===== src/rtl/misc_op_sequencer.sv =====
// Misc-opcode sequencer: buffers 3-bit misc opcodes, translates them to 7-bit
// execution opcodes and issues them one at a time on a valid/ready port.
module misc_op_sequencer #(
  parameter int DEPTH = 4,
  parameter int CNT_W = 16
) (
  input  logic             clk,
  input  logic             rst,
  input  logic             flush,
  input  logic             in_valid,
  input  logic [2:0]       in_misc,
  output logic             in_ready,
  output logic             issue_valid,
  output logic [6:0]       issue_opcode,
  input  logic             issue_ready,
  output logic             illegal,
  output logic [CNT_W-1:0] issue_count
);

  localparam int AW = (DEPTH > 1) ? $clog2(DEPTH) : 1;
  localparam logic [AW:0] FULL_CNT = (AW+1)'(DEPTH);

  localparam logic [1:0] IDLE    = 2'd0;
  localparam logic [1:0] DECODE  = 2'd1;
  localparam logic [1:0] ISSUE   = 2'd2;
  localparam logic [1:0] ILLEGAL = 2'd3;

  logic [2:0]    mem [DEPTH];
  logic [AW-1:0] wr_ptr;
  logic [AW-1:0] rd_ptr;
  logic [AW:0]   occ;
  logic [1:0]    state;
  logic [2:0]    op_q;
  logic          full;
  logic          empty;
  logic          push;
  logic          pop;
  logic          handshake;

  function automatic logic [6:0] xlat(input logic [2:0] code);
    logic [6:0] op;
    case (code)
      3'b000:  op = 7'h61;
      3'b001:  op = 7'h60;
      3'b010:  op = 7'h09;
      3'b011:  op = 7'h08;
      3'b100:  op = 7'h66;
      3'b101:  op = 7'h67;
      3'b110:  op = 7'h62;
      default: op = 7'h00;
    endcase
    return op;
  endfunction

  // A full FIFO refuses pushes even when a pop frees a slot in the same cycle.
  assign full      = (occ == FULL_CNT);
  assign empty     = (occ == '0);
  assign in_ready  = !full && !flush && !rst;
  assign push      = in_valid && in_ready;
  assign handshake = (state == ISSUE) && issue_ready;
  assign pop       = !empty && ((state == IDLE) || handshake);

  assign issue_valid = (state == ISSUE);
  assign illegal     = (state == ILLEGAL);

  always_ff @(posedge clk) begin
    if (push) begin
      mem[wr_ptr] <= in_misc;
    end
  end

  always_ff @(posedge clk) begin
    if (rst || flush) begin
      wr_ptr <= '0;
      rd_ptr <= '0;
      occ    <= '0;
    end else begin
      if (push) begin
        wr_ptr <= wr_ptr + 1'b1;
      end
      if (pop) begin
        rd_ptr <= rd_ptr + 1'b1;
      end
      case ({push, pop})
        2'b10:   occ <= occ + 1'b1;
        2'b01:   occ <= occ - 1'b1;
        default: occ <= occ;
      endcase
    end
  end

  // A handshake landing in a flush cycle still counts; flush only parks the FSM.
  always_ff @(posedge clk) begin
    if (rst) begin
      state        <= IDLE;
      op_q         <= '0;
      issue_opcode <= '0;
      issue_count  <= '0;
    end else begin
      if (handshake) begin
        issue_count <= issue_count + 1'b1;
      end
      if (flush) begin
        state <= IDLE;
      end else begin
        case (state)
          IDLE: begin
            if (!empty) begin
              op_q  <= mem[rd_ptr];
              state <= DECODE;
            end
          end
          DECODE: begin
            if (op_q == 3'b111) begin
              state <= ILLEGAL;
            end else begin
              issue_opcode <= xlat(op_q);
              state        <= ISSUE;
            end
          end
          ISSUE: begin
            if (issue_ready) begin
              if (!empty) begin
                op_q  <= mem[rd_ptr];
                state <= DECODE;
              end else begin
                state <= IDLE;
              end
            end
          end
          ILLEGAL: state <= IDLE;
          default: state <= IDLE;
        endcase
      end
    end
  end

endmodule


===== config.mk =====
export PLATFORM = sky130hd
export DESIGN_NAME = misc_op_sequencer
export DESIGN_NICKNAME = d
export VERILOG_FILES = /design/src/rtl/misc_op_sequencer.sv
export SDC_FILE = /design/constraint.sdc
export NUM_CORES = 1
export LEC_CHECK = 0
export CAP_MARGIN = 20
export CORE_MARGIN = 2
export CORE_UTILIZATION = 50
export DETAILED_ROUTE_END_ITERATION = 6
export PLACE_DENSITY = 0.75
export SYNTH_ARGS = -nofsm -noshare
export SYNTH_HDL_FRONTEND = slang
export SYNTH_SLANG_ARGS = --single-unit

===== constraint.sdc =====
create_clock -name clk -period 3.2 [get_ports clk]
set_clock_uncertainty 0.2 [all_clocks]
set_input_delay 0.96 -clock clk [delete_from_list [all_inputs] [get_ports clk]]
set_output_delay 0.96 -clock clk [all_outputs]
set_load 0.01 [all_outputs]

==> results.md <==
* Deepest clock path buffer count at 2
* Post-Synth XOR/XNOR Area at 5.78%
* Main combinational cell family by area after synthesis: simple AND/OR/NAND/NOR gates
* Post CTS Setup Buffer Count at 0
* Starting Density at 52.7%
* Largest net degree at the start of global routing at 29
* Fmax achieved at 323 MHz
* Clock transition at path regs at 0.08 ns
* Clock Sinks at 47
* Mapped Cells at 200
* Non-filler cells, final at 291
* Max-slew violations at 0
* FFs w/ async S/R, synth at 0%
* Total Die Area at between 0.004 and 0.005 sq mm
* Top cells by count, synth: dfxtp_1, nor2_1, edfxtp_1, a21oi_1, nand2_1
* Post-synth top area share at approximately 33%
* Post-DR vias/cell at just over 5
* Startpoint Class: input pin
* Synth Area in Compound Gates at under 10%
* Post-DP HPWL at between 2000 and 3000 um
* Post-synthesis sequential area ratio at 50.0%
* Crit path from: flush
* Routed WL at between 3000 and 4000 um
* Syn_nets at 215
* Layout cell share with drive strength beyond 1 at 12.0%
* Clk root buf: clkbuf_8
* Final WS setup at 0.103 ns
* Post-synthesis adder-cell area fraction at 4.48%
* Area growth, synth to finish at 22.9%
* Number of I/O pins at 34
* Worst hold path class: flip-flop to flip-flop
* EDFF count, synth at 12
* # fillers at 341
* CP Data Arrival Time at 3.12 ns
* Placement Rows at 23
* Initial DRC Count at a little over 90
* Status: complete, no violations
* IO Port Bufs at 32
* Die W at 69.1 um
* Pwr dens at just under 400 mW/mm^2
* Clk Latency, worst-skew pair at roughly 0.29 ns
* Unrepaired setup endpoints after global routing: false
* Overall Power at 1010 uW
* Critical path peak fanout at 4
* Clock buffer count from CTS at 5
* Most used DFF post-synth: dfxtp_1
* Drt drc at 0
* Final setup viols at 0
* Synth Warn # at 0
* Post-CTS Hold Fix Bufs at 0
* Via count at 1,487
* Nets@finish at approximately 260
* Cells taking the most area after synthesis: dfxtp_1, edfxtp_1, nor2_1
* Placed Area at 0.00253 sq mm
* Gr ovfl total at 0
* Pleak at roughly 0.00096 uW
* Worst slack, placed at -0.383 ns
* Most frequent cell after synthesis: dfxtp_1
* Biggest area consumer among synthesized cells: dfxtp_1
* Final Wtd Congestion at around 0.80
* N_diodes at 0
* Simple-gate share of the synthesized area at 22.7%
* Vias in the first global route at around 1,400
* DR pass1 iterations at 4
* Crit path capture type: flip-flop
* Mux share of post-synthesis cell area at roughly 6.6%
* Initial antenna violation count at 0
* Routed WL per cell at 12.0 um
* Worst hold start: issue_opcode[3]$_SDFFE_PP0P_
* Core Box Area at 0.00403 sq mm
* VDD IR-drop max at around 0.00028 V
* Final hold vios at 0
* Final instance area at around 0.0026 sq mm
* Period utilization at 96.8%
* Netlist Area Pre-Place at around 0.0021 sq mm
* Distinct cells, synth at 44
* Slew headroom at about three fifths
* First-pass GRT wire length at about 6000 um
* Maxcap violations at 0
* Clock tree from TritonCTS: built
* Actual slew at the worst max-slew pin at roughly 0.57 ns
* R2r startpoint: occ[0]$_SDFFE_PP0P_
* Dpl cells at 283
* Worst hold slack at 0.278 ns
* Tot GR Track Use at ~15%
* DRT antenna net count at 0
* Chip height at 69.1 um
* Synthesized flop and latch total at 47
* H-tree depth at 2
* Mean Syn Cell Area at roughly 11 sq um
* Crit path time final at 3.10 ns
* Critical path class: input pin to flip-flop
* Critical Path RT at about 3.2 ns
[report_power, final]
group	switching, uW	internal [uW]	leakage [uW]	total, uW
logic	29.7	31.7	0.000525	61.4
registers	5.41	613	0.000390	618
clock network	177	149	0.0000403	326
total	212	794	0.000956	1010
[flip-flops by register name, indices dropped and copies added, names as in the netlist, named ones only]
signal / count
state: 2
wr_ptr: 2
issue_count: 16
rd_ptr: 2
mem: 12
op_q: 3
occ: 3
issue_opcode: 5
[critical path, stage by stage]
cell and delay, ns:
clkdlybuf4s50_1 0.42, or2_4 0.30, a211oi_4 0.18, inv_1 0.07
ha_1 0.22, fa_1 0.38, xnor2_1 0.14, or3_1 0.31
a21oi_1 0.14
[cell usage in the layout (no fill, tap or decap), types with 6 or more instances in the layout]
cell,n
ha_1,6
buf_4,9
dfxtp_1,35
edfxtp_1,12
inv_1,8
xor2_1,7
nor2_1,28
nand2_1,9
xnor2_1,7
nand3_1,7
a21oi_1,11
clkdlybuf4s50_1,31
[kinds of logic (layout without fill, tap and decap cells)]
| group | Yosys count | after routing |
|---|---|---|
| AO/OA/AOI/OAI | 22 | 22 |
| XOR/XNOR | 14 | 14 |
| adder cells (fa/ha/maj) | 7 | 7 |
| buffers and inverters | 16 | 57 |
| flip-flops | 47 | 47 |
| multiplexers | 10 | 10 |
| other | 1 | 1 |
| AND/OR/NAND/NOR | 83 | 83 |
[cell type report]
class	count	area [sq um]	share of cell area, %
inverter	8	30.0	1.15
multi-input combinational	137	992	38.0
sequential	47	1060	40.7
clock inverter	2	7.51	0.288
tap	50	62.6	2.40
timing repair buffer	41	383	14.7
clock buffer	6	72.6	2.78
[worst paths after layout]
path / to / slack, ns / cells after the start
worst max register to register: occ[2]$_SDFFE_PP0P_ / 0.68 / 7
worst min-delay path: issue_opcode[3]$_SDFFE_PP0P_ / 0.28 / 2
worst min register to register: issue_opcode[3]$_SDFFE_PP0P_ / 0.28 / 2
worst max-delay path: occ[2]$_SDFFE_PP0P_ / 0.10 / 9
[layer usage]
layer | vias to the layer above | global-route usage [%] | part of all wire, %
met2 | 27 | 24.6 | 47
met1 | 679 | 20.2 | 48
li1 | 774 | - | -
met3 | 7 | 3.80 | 4.0
met4 | 0 | 6.54 | 1.8
met5 | - | 0 | 0
[stage by stage]
stage | setup TNS, ns | util, %
floorplan | 0 | -
global placement | -0.652 | 62.8
detailed placement | -0.756 | 62.8
CTS | 0 | 64.8
global route | 0 | 64.8
finish | 0 | 64.8
[what timing repair did]
action / 4_1_cts / 5_1_grt
pin swaps: 1 / 2
resized for setup: 5 / 0
endpoints found under the setup margin: 2 / 1
endpoints found under the hold margin: 0 / 0
Note: power is estimated with default switching activity, not from simulation.
